`config.mk`:
```
export PLATFORM = sky130hd
export DESIGN_NAME = traffic_light
export DESIGN_NICKNAME = d
export VERILOG_FILES = /design/src/rtl/traffic_light_pkg.sv /design/src/rtl/traffic_light.sv
export SDC_FILE = /design/constraint.sdc
export NUM_CORES = 1
export LEC_CHECK = 0
export CORE_MARGIN = 2
export CORE_UTILIZATION = 30
export CTS_BUF_LIST = sky130_fd_sc_hd__clkbuf_16
export DETAILED_ROUTE_END_ITERATION = 8
export GPL_ROUTABILITY_DRIVEN = 1
export MAX_ROUTING_LAYER = met4
export PLACE_DENSITY = 0.57
export SLEW_MARGIN = 20
export SYNTH_ARGS = -nofsm -noshare
export SYNTH_HDL_FRONTEND = slang
export SYNTH_SLANG_ARGS = --single-unit
```
`constraint.sdc`:
```
create_clock -name clk -period 2.8 [get_ports clk]
set_clock_uncertainty 0.1 [all_clocks]
set_input_delay 0.28 -clock clk [delete_from_list [all_inputs] [get_ports clk]]
set_output_delay 0.28 -clock clk [all_outputs]
set_load 0.01 [all_outputs]
```
`src/rtl/traffic_light_pkg.sv`:
```
// Shared types and lamp encodings for the highway/farm-road traffic light.
//   state_e      : 2-bit controller state
//   LIGHT_*      : one-hot lamp codes {red,yellow,green}
package traffic_light_pkg;

  localparam int unsigned LIGHT_W = 3;

  typedef enum logic [1:0] {
    HGRE_FRED = 2'd0,
    HYEL_FRED = 2'd1,
    HRED_FGRE = 2'd2,
    HRED_FYEL = 2'd3
  } state_e;

  localparam logic [LIGHT_W-1:0] LIGHT_GREEN  = 3'b001;
  localparam logic [LIGHT_W-1:0] LIGHT_YELLOW = 3'b010;
  localparam logic [LIGHT_W-1:0] LIGHT_RED    = 3'b100;

endpackage

```
`src/rtl/traffic_light.sv`:
```
// Four-state Moore traffic-light controller for a highway/farm-road crossing.
// Highway rests in green; a farm-road vehicle (sensor) starts the sequence
// highway yellow -> farm green -> farm yellow -> highway green.
// Ports:
//   light_highway : highway lamp, one-hot {red,yellow,green}
//   light_farm    : farm-road lamp, same encoding
//   sensor        : farm-road vehicle present, sampled on clk rising edge
//   clk           : system clock, rising edge
//   rst_n         : synchronous active-low reset
module traffic_light
  import traffic_light_pkg::*;
#(
  parameter int unsigned YELLOW_CYCLES     = 3,
  parameter int unsigned FARM_GREEN_CYCLES = 10,
  parameter int unsigned HWY_MIN_GREEN     = 1
) (
  output logic [LIGHT_W-1:0] light_highway,
  output logic [LIGHT_W-1:0] light_farm,
  input  logic               sensor,
  input  logic               clk,
  input  logic               rst_n
);

  localparam int unsigned MAX_A = (YELLOW_CYCLES > FARM_GREEN_CYCLES) ?
                                  YELLOW_CYCLES : FARM_GREEN_CYCLES;
  localparam int unsigned MAX_P = (MAX_A > HWY_MIN_GREEN) ? MAX_A : HWY_MIN_GREEN;
  localparam int unsigned CNT_W = $clog2(MAX_P) + 1;

  localparam logic [CNT_W-1:0] Y_LAST   = CNT_W'(YELLOW_CYCLES - 1);
  localparam logic [CNT_W-1:0] FG_LAST  = CNT_W'(FARM_GREEN_CYCLES - 1);
  localparam logic [CNT_W-1:0] HMG_LAST = CNT_W'(HWY_MIN_GREEN - 1);
  localparam logic [CNT_W-1:0] CNT_ONE  = CNT_W'(1);

  state_e           state;
  logic [CNT_W-1:0] cnt;

  // State register and dwell counter; the counter clears on every state change.
  always_ff @(posedge clk) begin
    if (!rst_n) begin
      state <= HGRE_FRED;
      cnt   <= '0;
    end else begin
      case (state)
        HGRE_FRED: begin
          if (sensor && (cnt >= HMG_LAST)) begin
            state <= HYEL_FRED;
            cnt   <= '0;
          end else if (cnt < HMG_LAST) begin
            // Saturate so an idle highway never wraps the counter.
            cnt <= cnt + CNT_ONE;
          end
        end
        HYEL_FRED: begin
          if (cnt == Y_LAST) begin
            state <= HRED_FGRE;
            cnt   <= '0;
          end else begin
            cnt <= cnt + CNT_ONE;
          end
        end
        HRED_FGRE: begin
          if (cnt == FG_LAST) begin
            state <= HRED_FYEL;
            cnt   <= '0;
          end else begin
            cnt <= cnt + CNT_ONE;
          end
        end
        HRED_FYEL: begin
          if (cnt == Y_LAST) begin
            state <= HGRE_FRED;
            cnt   <= '0;
          end else begin
            cnt <= cnt + CNT_ONE;
          end
        end
        default: begin
          state <= HGRE_FRED;
          cnt   <= '0;
        end
      endcase
    end
  end

  // Lamp decode from registered state only.
  always_comb begin
    light_highway = LIGHT_GREEN;
    light_farm    = LIGHT_RED;
    case (state)
      HGRE_FRED: begin
        light_highway = LIGHT_GREEN;
        light_farm    = LIGHT_RED;
      end
      HYEL_FRED: begin
        light_highway = LIGHT_YELLOW;
        light_farm    = LIGHT_RED;
      end
      HRED_FGRE: begin
        light_highway = LIGHT_RED;
        light_farm    = LIGHT_GREEN;
      end
      HRED_FYEL: begin
        light_highway = LIGHT_RED;
        light_farm    = LIGHT_YELLOW;
      end
      default: begin
        light_highway = LIGHT_GREEN;
        light_farm    = LIGHT_RED;
      end
    endcase
  end

endmodule

```
# [After elaboration in Yosys (flattened, before gate mapping)]
# Index checks and enable logic that the tools add are counted.
[word_totals] elab_cells=33 mem_bits_ro=0 mem_count=0 out_inout_bits=6 input_bits=3 latch_bits=0 ff_bits=7 ram_bits=0
[op_classes] shifts=0 mux=12 div=0 multipliers=0 n_eq_ne=10 addsub=1 bitwise_logic=0 magnitude_cmp=2 reduce_logical=6
[ops] op="$mux W5" count=4
[ops] op="$pmux W3 S3" count=2
[ops] op="$pmux W5 S3" count=1
[ops] op="$mux W2" count=4
[ops] op="$ne A2 B2 Y1 const B" count=4
[ops] op="$pmux W2 S4" count=1
[ops] op="$reduce_or A2 Y1" count=3
[ops] op="$add A5 B1 Y5 const B" count=1
[ops] op="$eq A5 B2 Y1 const B" count=1
[ops] op="$eq A5 B4 Y1 const B" count=1
[ops] op="$ge A5 B1 Y1 const B" count=1
[ops] op="$lt A5 B1 Y1 const B" count=1
[ops] op="$eq A2 B2 Y1 const B" count=2
[ops] op="$reduce_and A4 Y1" count=1
[ops] op="$ne A3 B3 Y1 const B" count=1
[ops] op="$eq A2 B1 Y1 const B" count=1
[ops] op="$logic_not A2 Y1" count=1
[ops] op="$logic_and A1 B1 Y1" count=1

# [Logic depth before layout (Yosys ltp)]
[depth] ltp_word=4 ltp_mapped=6 depth_no_buf=6

# [Worst setup path after synthesis]
# No wires, ideal clock.
[synth_path] kind="register -> register" from="reg state[1]" to="reg state[0]" arrival_ps=1209 setup_ps=124 path_slack_ps=1367 required_time_ps=2576 path_buffers=0 stages_incl_launch_ff=7 period_less_slack_ps=1433 cell_sequence="dfxtp_1 -> inv_1 -> ha_1 -> nor2_1 -> o21ai_0 -> o31ai_1 -> a21oi_1"
[synth_between] elab_chain_cells=3 elab_cells_between_ends=10 cone_classes="7 x eq/ne; 1 x mux; 2 x reduce/logical"
[synth_lines] element="start, declared" line_no="traffic_light.sv:34" source="state_e state;"
[synth_lines] element="start signal, assigned" line_no="traffic_light.sv:40" source="state <= HGRE_FRED;"
[synth_lines] element="start signal, assigned" line_no="traffic_light.sv:46" source="state <= HYEL_FRED;"
[synth_lines] element="start signal, assigned" line_no="traffic_light.sv:55" source="state <= HRED_FGRE;"
[synth_lines] element="$eq A2 B1 Y1, or another cell as far along" line_no="traffic_light.sv:43" source="case (state)"
[synth_lines] element="$ne A2 B2 Y1 (no line)"
[synth_lines] element="$reduce_and A4 Y1 (no line)"
# Several ways; a longest one is shown, not always the timed one.
# A chain may end at the register's enable or synchronous reset.

# [Worst setup path in the final report]
[layout_path] from="reg state[0]" to="out light_farm[2]"
[layout_between] elab_chain_cells=3 elab_cells_between_ends=6 cone_classes="3 x eq/ne; 1 x mux; 2 x reduce/logical"
[layout_lines] element="$eq A2 B1 Y1 or $logic_not A2 Y1 (tied branches)" line_no="traffic_light.sv:89" source="case (state)"
[layout_lines] element="$reduce_or A2 Y1 (no line)"
[layout_lines] element="$pmux W3 S3 *" line_no="traffic_light.sv:89"
[layout_lines] element="end, declared" line_no="traffic_light.sv:18" source="output logic [LIGHT_W-1:0] light_farm,"
# Mark *: on every way between the ends. The rest lies on a longest branch, timed or not.

==> impl_metrics.csv <==
group,metric,value,unit
run_status,status,"complete, no violations",
synthesis,syn_area,503,um^2
die,ioPinCount,9,
hold_path,hold_path_depth,2,
sta,period_needed,2.11,ns
synthesis,synth_seq_area_share,0.279,
critical_path,r2r_end,"state[0]$_SDFFE_PN0P_",
cts,path_clk_slew,0.04,ns
critical_path,setup.worst_path.class,"register to output port",
pwr,seqPwrFrac,0.193,
sta,timing.slew.headroom,0.775,
critical_path,worst-path-buf-inv,3,
critical_path,cp_common_cell,"inv_1",
cts,tritoncts,"yes",
die,die_w,44.9,um
final_layout,fin_util,0.442,
die,core_region_area,1540,um^2
route,drt_wl_total,949,um
sta,rsz0062_at_grt,"false",
critical_path,r2r_cells,6,
synthesis,ys_ff_latch,7,
die,std_cell_rows,14,
final_layout,nFillCells,147,
cts,clock_sinks,7,
final_layout,drive_gt1_frac,0.106,
placement,gp_congestion,0.792,
sta,hold_viol,0,
pwr,peakVddDrop,0.597,mV
critical_path,r2r_setup_slack,1.27,ns
route,drt-initial-drc-count,7,
pwr,leakage,0.255,nW
final_layout,n_antenna_cell,0,
critical_path,rr_startpoint,"state[1]$_SDFFE_PN0P_",
die,start_util,0.326,
pwr,switchingPower,0.243,mW
cts,clkLatencyLatePin,0.23,ns
final_layout,layout_common_cells,"8 x ha_1, 8 x clkdlybuf4s50_1, 7 x inv_1, 7 x dfxtp_1, 5 x nor2_1",
sta,drv_slew,0,
pwr,p_int,0.457,mW
final_layout,num-nets-final,78,
critical_path,critPathRequiredTime,2.42,ns
cts,cts_buffers,3,
placement,port_buffers,8,
sta,max_freq,0.474,GHz
synthesis,syn_avg_cell_area,9.31,um^2
cts,root_buffer,"clkbuf_16",
critical_path,slowest_delay,0.52,ns
route,ant_nets,0,
grt,antenna_found_initial,0,
critical_path,critPathMaxFanout,4,
critical_path,crit_path_end_kind,"output port",
sta,finalSetupViolCount,0,
pwr,powerDensity,1030,nW/um^2
final_layout,syn_to_final_growth,35.6,%
placement,dpl_cell_area,603,um^2
critical_path,arrival,1.73,ns
synthesis,synth.distinct_cells,24,
synthesis,yosys_warnings,0,
route,routed_via_density,4.94,
synthesis,syn-num-nets,65,
sta,fin_crit_sh,0.754,
sta,whs,0.406,ns
pwr,clockPowerShare,0.341,
sta,tightest_slew,0.337,ns
critical_path,cp-start-kind,"register",
critical_path,cpLargestDelayFamily,"buffers and inverters",
cts,clk_path_buf_depth,2,
sta,setup_tns,0,ns
route,dr.pass1.iters,4,
grt,grt_pass1_vias,412,
cts,hold_buffers,0,
flow_run,cap_violations,0,
hold_path,hold_path_startpoint,"state[1]$_SDFFE_PN0P_",
final_layout,fin_area,682,um^2
cts,post_cts_buffers,0,
hold_path,hold_end,"state[1]$_SDFFE_PN0P_",
grt,grt_overflow,0,
synthesis,synth_cells,54,
cts,h-tree-depth,1,
pwr,pwr-share-comb,0.466,
pwr,sw_frac_of_total,0.347,
placement,dp_hpwl,701,um
route,drc,0,
critical_path,worstPathCellList,"inv_1 > ha_1 > or2_1 > inv_1 > clkdlybuf4s50_1",
critical_path,slowest_stage,"clkdlybuf4s50_1",
grt,grtUsageTotal,0.115,
grt,grt_pass1_wl,1630,um
die,dieArea,2020,um^2
route,route.detailed.wl_per_inst,11.6,um
grt,grt_max_degree,8,
cts,post_cts_resized,0,
hold_path,hold_class,"register to register",
die,die-height,44.9,um
route,vias,405,
[worst min-delay path: cells and delay by family (launching register included)]
kind | cells | cell delay [ns]
flops | 1 | 0.33
simple gates | 1 | 0.07
compound gates | 1 | 0.06
[cells in the mapped netlist]
library cell	instances	area [um^2]
nand2_1	4	15.0
nand4_1	2	12.5
nand3b_1	1	7.51
a31oi_1	1	6.26
o21ai_1	1	5.00
or2_1	1	6.26
o22ai_2	1	12.5
nor2b_1	2	12.5
nand3_1	2	10.0
o31ai_1	1	7.51
nor4b_4	1	23.8
nand4b_1	1	8.76
o21ai_0	1	5.00
nor3_1	1	5.00
a22oi_1	2	15.0
a21oi_1	1	5.00
dfxtp_1	7	140
nand2b_1	1	6.26
o221ai_2	1	15.0
nor2_1	5	18.8
xor2_1	2	17.5
nor4bb_4	1	25.0
ha_1	8	100
inv_1	6	22.5
[power groups by stage]
stage | Sequential, mW | Clock (mW) | Combinational (mW)
floorplan | 0.133 | 0 | 0.209
global placement | 0.136 | 0 | 0.326
detailed placement | 0.136 | 0 | 0.326
CTS | 0.135 | 0.241 | 0.329
global route | 0.139 | 0.248 | 0.364
finish | 0.135 | 0.239 | 0.327
[state kept, by name, indices dropped and copies added (netlist names)]
| signal | flops |
|---|---|
| cnt | 5 |
| state | 2 |
[how the worst max path moves through the flow]
stage / startpoint / cells after the start / slack [ns] / endpoint
detailed placement: state[0]$_SDFFE_PN0P_ / 5 / 0.93 / light_farm[2]
global placement: state[0]$_SDFFE_PN0P_ / 5 / 0.97 / light_farm[2]
finish: state[0]$_SDFFE_PN0P_ / 5 / 0.69 / light_farm[2]
global route: state[0]$_SDFFE_PN0P_ / 5 / 0.61 / light_farm[2]
CTS: state[0]$_SDFFE_PN0P_ / 5 / 0.69 / light_farm[2]
floorplan: state[1]$_SDFFE_PN0P_ / 6 / 1.37 / state[0]$_SDFFE_PN0P_
[metrics by stage]
| stage | setup slack (ns) | power, mW | std cells |
|---|---|---|---|
| global route | 0.608 | 0.751 | 82 |
| CTS | 0.689 | 0.704 | 82 |
| floorplan | 1.37 | 0.342 | 54 |
| global placement | 0.974 | 0.462 | 78 |
| finish | 0.689 | 0.701 | 82 |
| detailed placement | 0.935 | 0.463 | 78 |
[logic make-up after synthesis]
kind of cell | after synthesis | synth area share
simple gates | 22 | 0.301
compound gates | 9 | 0.142
fa+ha+maj | 8 | 0.199
flops | 7 | 0.279
buf+inv | 6 | 0.0448
xor+xnor | 2 | 0.0348
[layer usage]
metal / part of all wire / vias up / track usage
met5: 0 / - / -
met1: 0.46 / 184 / 0.122
li1: - / 213 / -
met3: 0.039 / 0 / 0.0600
met4: 0 / 0 / 0.0176
met2: 0.50 / 8 / 0.194
[cell type report]
class | count | area, um^2 | area share
clock buffers | 3 | 75.1 | 0.110
clock inverters | 1 | 3.75 | 0.00550
inverters | 6 | 22.5 | 0.0330
multi-input cells | 41 | 340 | 0.499
flip-flops and latches | 7 | 140 | 0.206
well taps | 16 | 20.0 | 0.0294
repair buffers | 8 | 80.1 | 0.117
Power figures use the tool's default switching activity.
